--- src/rtl/keypad_matrix_scan_if.sv ---
// Pin-side bundle of the matrix keypad scanner: row returns in, column drive and key report out.
interface keypad_matrix_scan_if #(
  parameter int ROWS = 4,
  parameter int COLS = 3
);
  localparam int KW = (ROWS * COLS > 1) ? $clog2(ROWS * COLS) : 1;

  logic [ROWS-1:0] row_in;
  logic [COLS-1:0] col_out;
  logic [KW-1:0]   key_code;
  logic            key_valid;
  logic            key_held;

  modport master (
    input  row_in,
    output col_out,
    output key_code,
    output key_valid,
    output key_held
  );

  modport slave (
    output row_in,
    input  col_out,
    input  key_code,
    input  key_valid,
    input  key_held
  );
endinterface

--- src/rtl/keypad_matrix_scan.sv ---
// ROWS x COLS matrix keypad scanner: column drive, row synchroniser, press/release
// debounce and single-key report with optional auto-repeat.
module keypad_matrix_scan #(
  parameter int ROWS       = 4,
  parameter int COLS       = 3,
  parameter int SCAN_DIV   = 4,
  parameter int DEB_CYC    = 8,
  parameter int REPEAT_EN  = 0,
  parameter int REPEAT_CYC = 64
) (
  input logic clk,
  input logic rst,
  keypad_matrix_scan_if.master bus
);

  localparam int KW = (ROWS * COLS > 1) ? $clog2(ROWS * COLS) : 1;
  localparam int RW = (ROWS > 1) ? $clog2(ROWS) : 1;
  localparam int CW = $clog2(COLS);
  localparam int SW = $clog2(SCAN_DIV);
  localparam int DW = $clog2(DEB_CYC + 1);
  localparam int PW = $clog2(REPEAT_CYC + 1);

  localparam logic [SW-1:0] DIV_LAST = SW'(SCAN_DIV - 1);
  localparam logic [DW-1:0] DEB_LAST = DW'(DEB_CYC - 1);
  localparam logic [PW-1:0] RPT_LAST = PW'(REPEAT_CYC - 1);
  localparam logic [CW-1:0] COL_LAST = CW'(COLS - 1);

  localparam logic [1:0] S_SCAN     = 2'd0;
  localparam logic [1:0] S_DEBOUNCE = 2'd1;
  localparam logic [1:0] S_HELD     = 2'd2;
  localparam logic [1:0] S_RELEASE  = 2'd3;

  logic [ROWS-1:0] row_m;
  logic [ROWS-1:0] row_s;
  logic [1:0]      state;
  logic [CW-1:0]   col_idx;
  logic [SW-1:0]   div_cnt;
  logic [DW-1:0]   deb_cnt;
  logic [PW-1:0]   rpt_cnt;
  logic [RW-1:0]   row_sel;
  logic [KW-1:0]   key_code;
  logic            key_valid;
  logic            key_held;

  logic [RW-1:0]   low_row;
  logic            any_row;
  logic            row_hit;
  logic [CW-1:0]   col_wrap;
  logic [KW-1:0]   code_now;
  logic            rpt_wrap;

  // Lowest-index set row of the synchronised returns.
  always_comb begin
    low_row = '0;
    any_row = 1'b0;
    for (int unsigned i = 0; i < ROWS; i++) begin
      if (row_s[i] && !any_row) begin
        low_row = RW'(i);
        any_row = 1'b1;
      end
    end
  end

  always_comb begin
    row_hit  = row_s[row_sel];
    col_wrap = (col_idx == COL_LAST) ? '0 : col_idx + 1'b1;
    code_now = KW'(32'(row_sel) * COLS + 32'(col_idx));
    rpt_wrap = (rpt_cnt == RPT_LAST);
  end

  always_ff @(posedge clk or posedge rst) begin
    if (rst) begin
      row_m     <= '0;
      row_s     <= '0;
      state     <= S_SCAN;
      col_idx   <= '0;
      div_cnt   <= '0;
      deb_cnt   <= '0;
      rpt_cnt   <= '0;
      row_sel   <= '0;
      key_code  <= '0;
      key_valid <= 1'b0;
      key_held  <= 1'b0;
    end else begin
      row_m     <= bus.row_in;
      row_s     <= row_m;
      key_valid <= 1'b0;
      case (state)
        S_SCAN: begin
          if (div_cnt == DIV_LAST) begin
            div_cnt <= '0;
            if (any_row) begin
              row_sel <= low_row;
              deb_cnt <= DW'(1);
              state   <= S_DEBOUNCE;
            end else begin
              col_idx <= col_wrap;
            end
          end else begin
            div_cnt <= div_cnt + 1'b1;
          end
        end

        S_DEBOUNCE: begin
          if (!row_hit) begin
            deb_cnt <= '0;
            col_idx <= col_wrap;
            state   <= S_SCAN;
          end else if (deb_cnt == DEB_LAST) begin
            deb_cnt   <= '0;
            rpt_cnt   <= '0;
            key_code  <= code_now;
            key_valid <= 1'b1;
            key_held  <= 1'b1;
            state     <= S_HELD;
          end else begin
            deb_cnt <= deb_cnt + 1'b1;
          end
        end

        S_HELD: begin
          if (REPEAT_EN != 0) begin
            rpt_cnt <= rpt_wrap ? '0 : rpt_cnt + 1'b1;
            if (rpt_wrap && row_hit) key_valid <= 1'b1;
          end
          if (!row_hit) begin
            deb_cnt <= DW'(1);
            state   <= S_RELEASE;
          end
        end

        S_RELEASE: begin
          // Repeat timebase keeps running so a bounce back to HELD does not shift it.
          if (REPEAT_EN != 0) rpt_cnt <= rpt_wrap ? '0 : rpt_cnt + 1'b1;
          if (row_hit) begin
            deb_cnt <= '0;
            state   <= S_HELD;
          end else if (deb_cnt == DEB_LAST) begin
            deb_cnt  <= '0;
            rpt_cnt  <= '0;
            key_held <= 1'b0;
            col_idx  <= col_wrap;
            state    <= S_SCAN;
          end else begin
            deb_cnt <= deb_cnt + 1'b1;
          end
        end

        default: state <= S_SCAN;
      endcase
    end
  end

  assign bus.col_out   = COLS'(1) << col_idx;
  assign bus.key_code  = key_code;
  assign bus.key_valid = key_valid;
  assign bus.key_held  = key_held;

endmodule

--- src/flat_wrapper.sv ---
// flat-port wrapper written by rule: the top's interface ports become plain ports
module keypad_matrix_scan_flat 
#(
  parameter int ROWS       = 4,
  parameter int COLS       = 3,
  parameter int SCAN_DIV   = 4,
  parameter int DEB_CYC    = 8,
  parameter int REPEAT_EN  = 0,
  parameter int REPEAT_CYC = 64
)
  (clk, rst, bus_row_in, bus_col_out, bus_key_code, bus_key_valid, bus_key_held);
  keypad_matrix_scan_if #(.ROWS(ROWS), .COLS(COLS)) bus_i ();
  input logic clk;
  input logic rst;
  input wire logic [$bits(bus_i.row_in)-1:0] bus_row_in;
  output wire logic [$bits(bus_i.col_out)-1:0] bus_col_out;
  output wire logic [$bits(bus_i.key_code)-1:0] bus_key_code;
  output wire logic [$bits(bus_i.key_valid)-1:0] bus_key_valid;
  output wire logic [$bits(bus_i.key_held)-1:0] bus_key_held;
  assign bus_i.row_in = bus_row_in;
  assign bus_col_out = bus_i.col_out;
  assign bus_key_code = bus_i.key_code;
  assign bus_key_valid = bus_i.key_valid;
  assign bus_key_held = bus_i.key_held;
  keypad_matrix_scan #(.ROWS(ROWS), .COLS(COLS), .SCAN_DIV(SCAN_DIV), .DEB_CYC(DEB_CYC), .REPEAT_EN(REPEAT_EN), .REPEAT_CYC(REPEAT_CYC)) u_core (.clk(clk), .rst(rst), .bus(bus_i));
endmodule
--- config.mk ---
export PLATFORM = sky130hd
export DESIGN_NAME = keypad_matrix_scan_flat
export DESIGN_NICKNAME = d
export VERILOG_FILES = /design/src/rtl/keypad_matrix_scan_if.sv /design/src/rtl/keypad_matrix_scan.sv /design/src/flat_wrapper.sv
export SDC_FILE = /design/constraint.sdc
export NUM_CORES = 1
export LEC_CHECK = 0
export ABC_CLOCK_PERIOD_IN_PS = 4700
export CORE_MARGIN = 1.5
export CORE_UTILIZATION = 40
export CTS_CLUSTER_SIZE = 10
export DETAILED_ROUTE_END_ITERATION = 6
export SYNTH_ARGS = -nofsm -noshare
export SYNTH_HDL_FRONTEND = slang
export SYNTH_SLANG_ARGS = --single-unit
--- constraint.sdc ---
create_clock -name clk -period 4.7 [get_ports clk]
set_input_delay 1.175 -clock clk [delete_from_list [all_inputs] [get_ports clk]]
set_output_delay 1.175 -clock clk [all_outputs]
set_load 0.02 [all_outputs]
==> run metrics <==
Mapped Nets=104; worst-path maximum fanout=5; Reg power frac=41.7%; clock sink count=26; final std cell area, no fill=0.00138 mm²; Post-synth EDFFs=0; Setup TNS Final=0 ns; via/cell ratio=5.26; clock-pin slew on the worst setup and hold paths=0.15 ns; Antenna diodes=0; vias=between 700 and 800; root buf cell=clkbuf_4; PostCTS Resize Cnt=0; ratio of final minimum period to clock period=between 50% and 60%; IO Pins=15; Num CTS Buffers=3; Final Critical Period=2.73 ns; layout cells sized above 1=13.8%; port buffer count=14; Leak=0.624 nW; vias in the first global route=748; Internal Pwr Total=0.533 mW; Die H=56.6 µm; Die Wd=56.6 µm; ys async rst share=100%; H-tree lvl count=1; dpl hpwl=approximately 1300 µm; clk buf depth=2; PD cells=597 mW/mm²; number of max-cap violations=0; Crit Path Category=flip-flop to output pin; antenna violations before repair=0; Switch Pwr=0.289 mW; Synth Area in Adders=7.84%; Clock power frac=18.8%; Max Clk Rate=367 MHz; Post-CTS Setup Repair Bufs=0; placement row count=19; Final ANT Viol Nets=0; largest family of logic cells by synthesized area=multiplexers; gp weighted congestion=0.755; RSZ-0062 raised after global routing=false; Worst Setup Start Kind=flip-flop; first-pass GRT wire length=about 3300 µm; Initial DRT Pass Iterations=4; initial DRC count=15; core box area=~0.0027 mm²; number of setup violations in the final report=0; CP Capture Type=output pin; final slew viol count=0; Sw Share=a little over a third; Post-Place Cell Area=0.00132 mm²; fin nets=roughly 120; Warnings, synthesis=0; top_reg_cell synth=dfrtp_1; synthesized area=about 0.0011 mm²; Max IR drop VDD=~370 µV; starting density of the core=42.0%; Mapped Cells=a little over 90; worst-skew pair later-pin latency=roughly 0.32 ns; wire per inst=~14 µm; sequential area share after synthesis=56.6%; slack of the worst reg-to-reg path=between 2 and 3 ns; GRT overflow=0; run status=finished clean; Logic pwr share=39.6%; Worst EP arrival=about 1.6 ns; # DRC=0; hold buffer count at cts=0; Synth Register Bits=26; WP data required=3.52 ns; CTS tree=yes; Die ar.=0.00320 mm²; GRT Overall Usage=13.6%; final wirelength=1890 µm; Worst Skew=0.00652 ns; type of the tightest min-delay check=flip-flop to flip-flop; largest net degree at the start of global routing=27; P&R area growth vs syn=19.8%; syn avg cell area=12.5 µm²; Post-Synth XOR/XNOR Area=1.42%; Slew headroom=36.5%; mux contribution to synthesized area=10.8%; Cell variety after synth=29; Fin. Hold Viols=0; compound-cell area share of the yosys netlist=10.2%; Post-Synth Simple-Gate Area=10.1%; slew of the pin with the lowest slew margin=0.951 ns
-- state kept, by name, summed over array words and instances (netlist names), named ones only --
register and count:
u_core.state 1, u_core.col_idx 2, u_core.bus.key_code 4, u_core.row_sel 2
u_core.bus.key_held 1, u_core.row_m 4, u_core.div_cnt 2, u_core.bus.key_valid 1
u_core.row_s 4, u_core.deb_cnt 4
-- layout make-up --
type	count	area, µm²
clock buffer	3	22.5
fill	240	1360
timing repair buffer	14	140
inverter	8	30.0
sequential	26	651
multi-input combinational	57	464
tap	31	38.8
clock inverter	1	30.0
-- layout by cell type, fill, tap and decap left out --
master	n
mux2_1	2
o211a_1	1
xnor2_2	1
o21ai_0	6
nor2b_1	3
dfrtp_1	26
o21ai_1	1
clkdlybuf4s50_1	14
inv_1	8
fa_1	2
ha_1	4
nand4_1	1
nor4_1	1
clkbuf_4	3
o211ai_1	2
nand2_1	2
and3b_1	1
o22a_1	1
nand2b_1	2
nor2_1	8
and2_1	1
o221ai_2	1
a21oi_1	2
a31oi_1	1
o22a_2	1
o21a_1	1
nor3_1	1
mux4_2	1
mux2_2	7
nand3_1	3
bufinv_16	1
-- layer usage --
| metal | vias up | part of all wire [%] | track usage [%] |
|---|---|---|---|
| li1 | 356 | - | - |
| met4 | 0 | 1.4 | 5.10 |
| met5 | - | 0 | 0 |
| met2 | 18 | 48 | 22.6 |
| met1 | 359 | 47 | 17.6 |
| met3 | 4 | 3.2 | 2.76 |
-- power groups by stage --
stage	registers, mW	clock network [mW]	logic (mW)
after floorplan	0.337	0	0.230
after global placement	0.342	0	0.326
after detailed placement	0.348	0	0.326
after CTS	0.342	0.157	0.332
after global routing	0.356	0.170	0.366
final	0.342	0.154	0.325
-- metrics by stage --
stage	cells	worst slack, ns	power, mW	util, %	hold slack [ns]
floorplan	92	2.78	0.568	-	0.331
global placement	136	2.34	0.668	48.4	0.333
detailed placement	136	2.29	0.674	48.4	0.335
CTS	140	1.96	0.832	50.3	0.369
global route	140	1.85	0.893	50.3	0.377
finish	140	1.97	0.822	50.3	0.366
-- worst max-delay path: stages (launching register included) --
cell	delay, ns
dfrtp_1	0.43
nor2b_1	0.18
clkdlybuf4s50_1	0.62
-- kinds of logic after synthesis --
kind of cell,after synthesis
flops,26
simple gates,23
compound gates,17
mux,10
buf+inv,9
fa+ha+maj,6
xor+xnor,1
-- worst paths after layout --
kind	to	start	depth (start not counted)
hold reg to reg	u_core.row_s[1]	u_core.row_m[1]	0
setup / recovery	bus_col_out[1]	u_core.col_idx[0]	2
max in group asynchronous	u_core.row_sel[1]	rst	2
setup reg to reg	u_core.bus.key_code[2]	u_core.row_sel[0]	4
hold / removal	u_core.row_s[1]	u_core.row_m[1]	0
min in group asynchronous	u_core.row_s[1]	rst	2
-- cells in the mapped netlist, types with 2 or more instances --
library cell	number	area share, %
dfrtp_1	26	57
inv_1	8	2.6
nor2_1	8	2.6
mux2_2	7	6.9
o21ai_0	6	2.6
ha_1	4	4.4
nand3_1	3	1.3
nor2b_1	3	1.6
a21oi_1	2	0.87
fa_1	2	3.5
mux2_1	2	2.0
nand2_1	2	0.65
nand2b_1	2	1.1
o211ai_1	2	1.3
(Power assumes the default switching activity.)
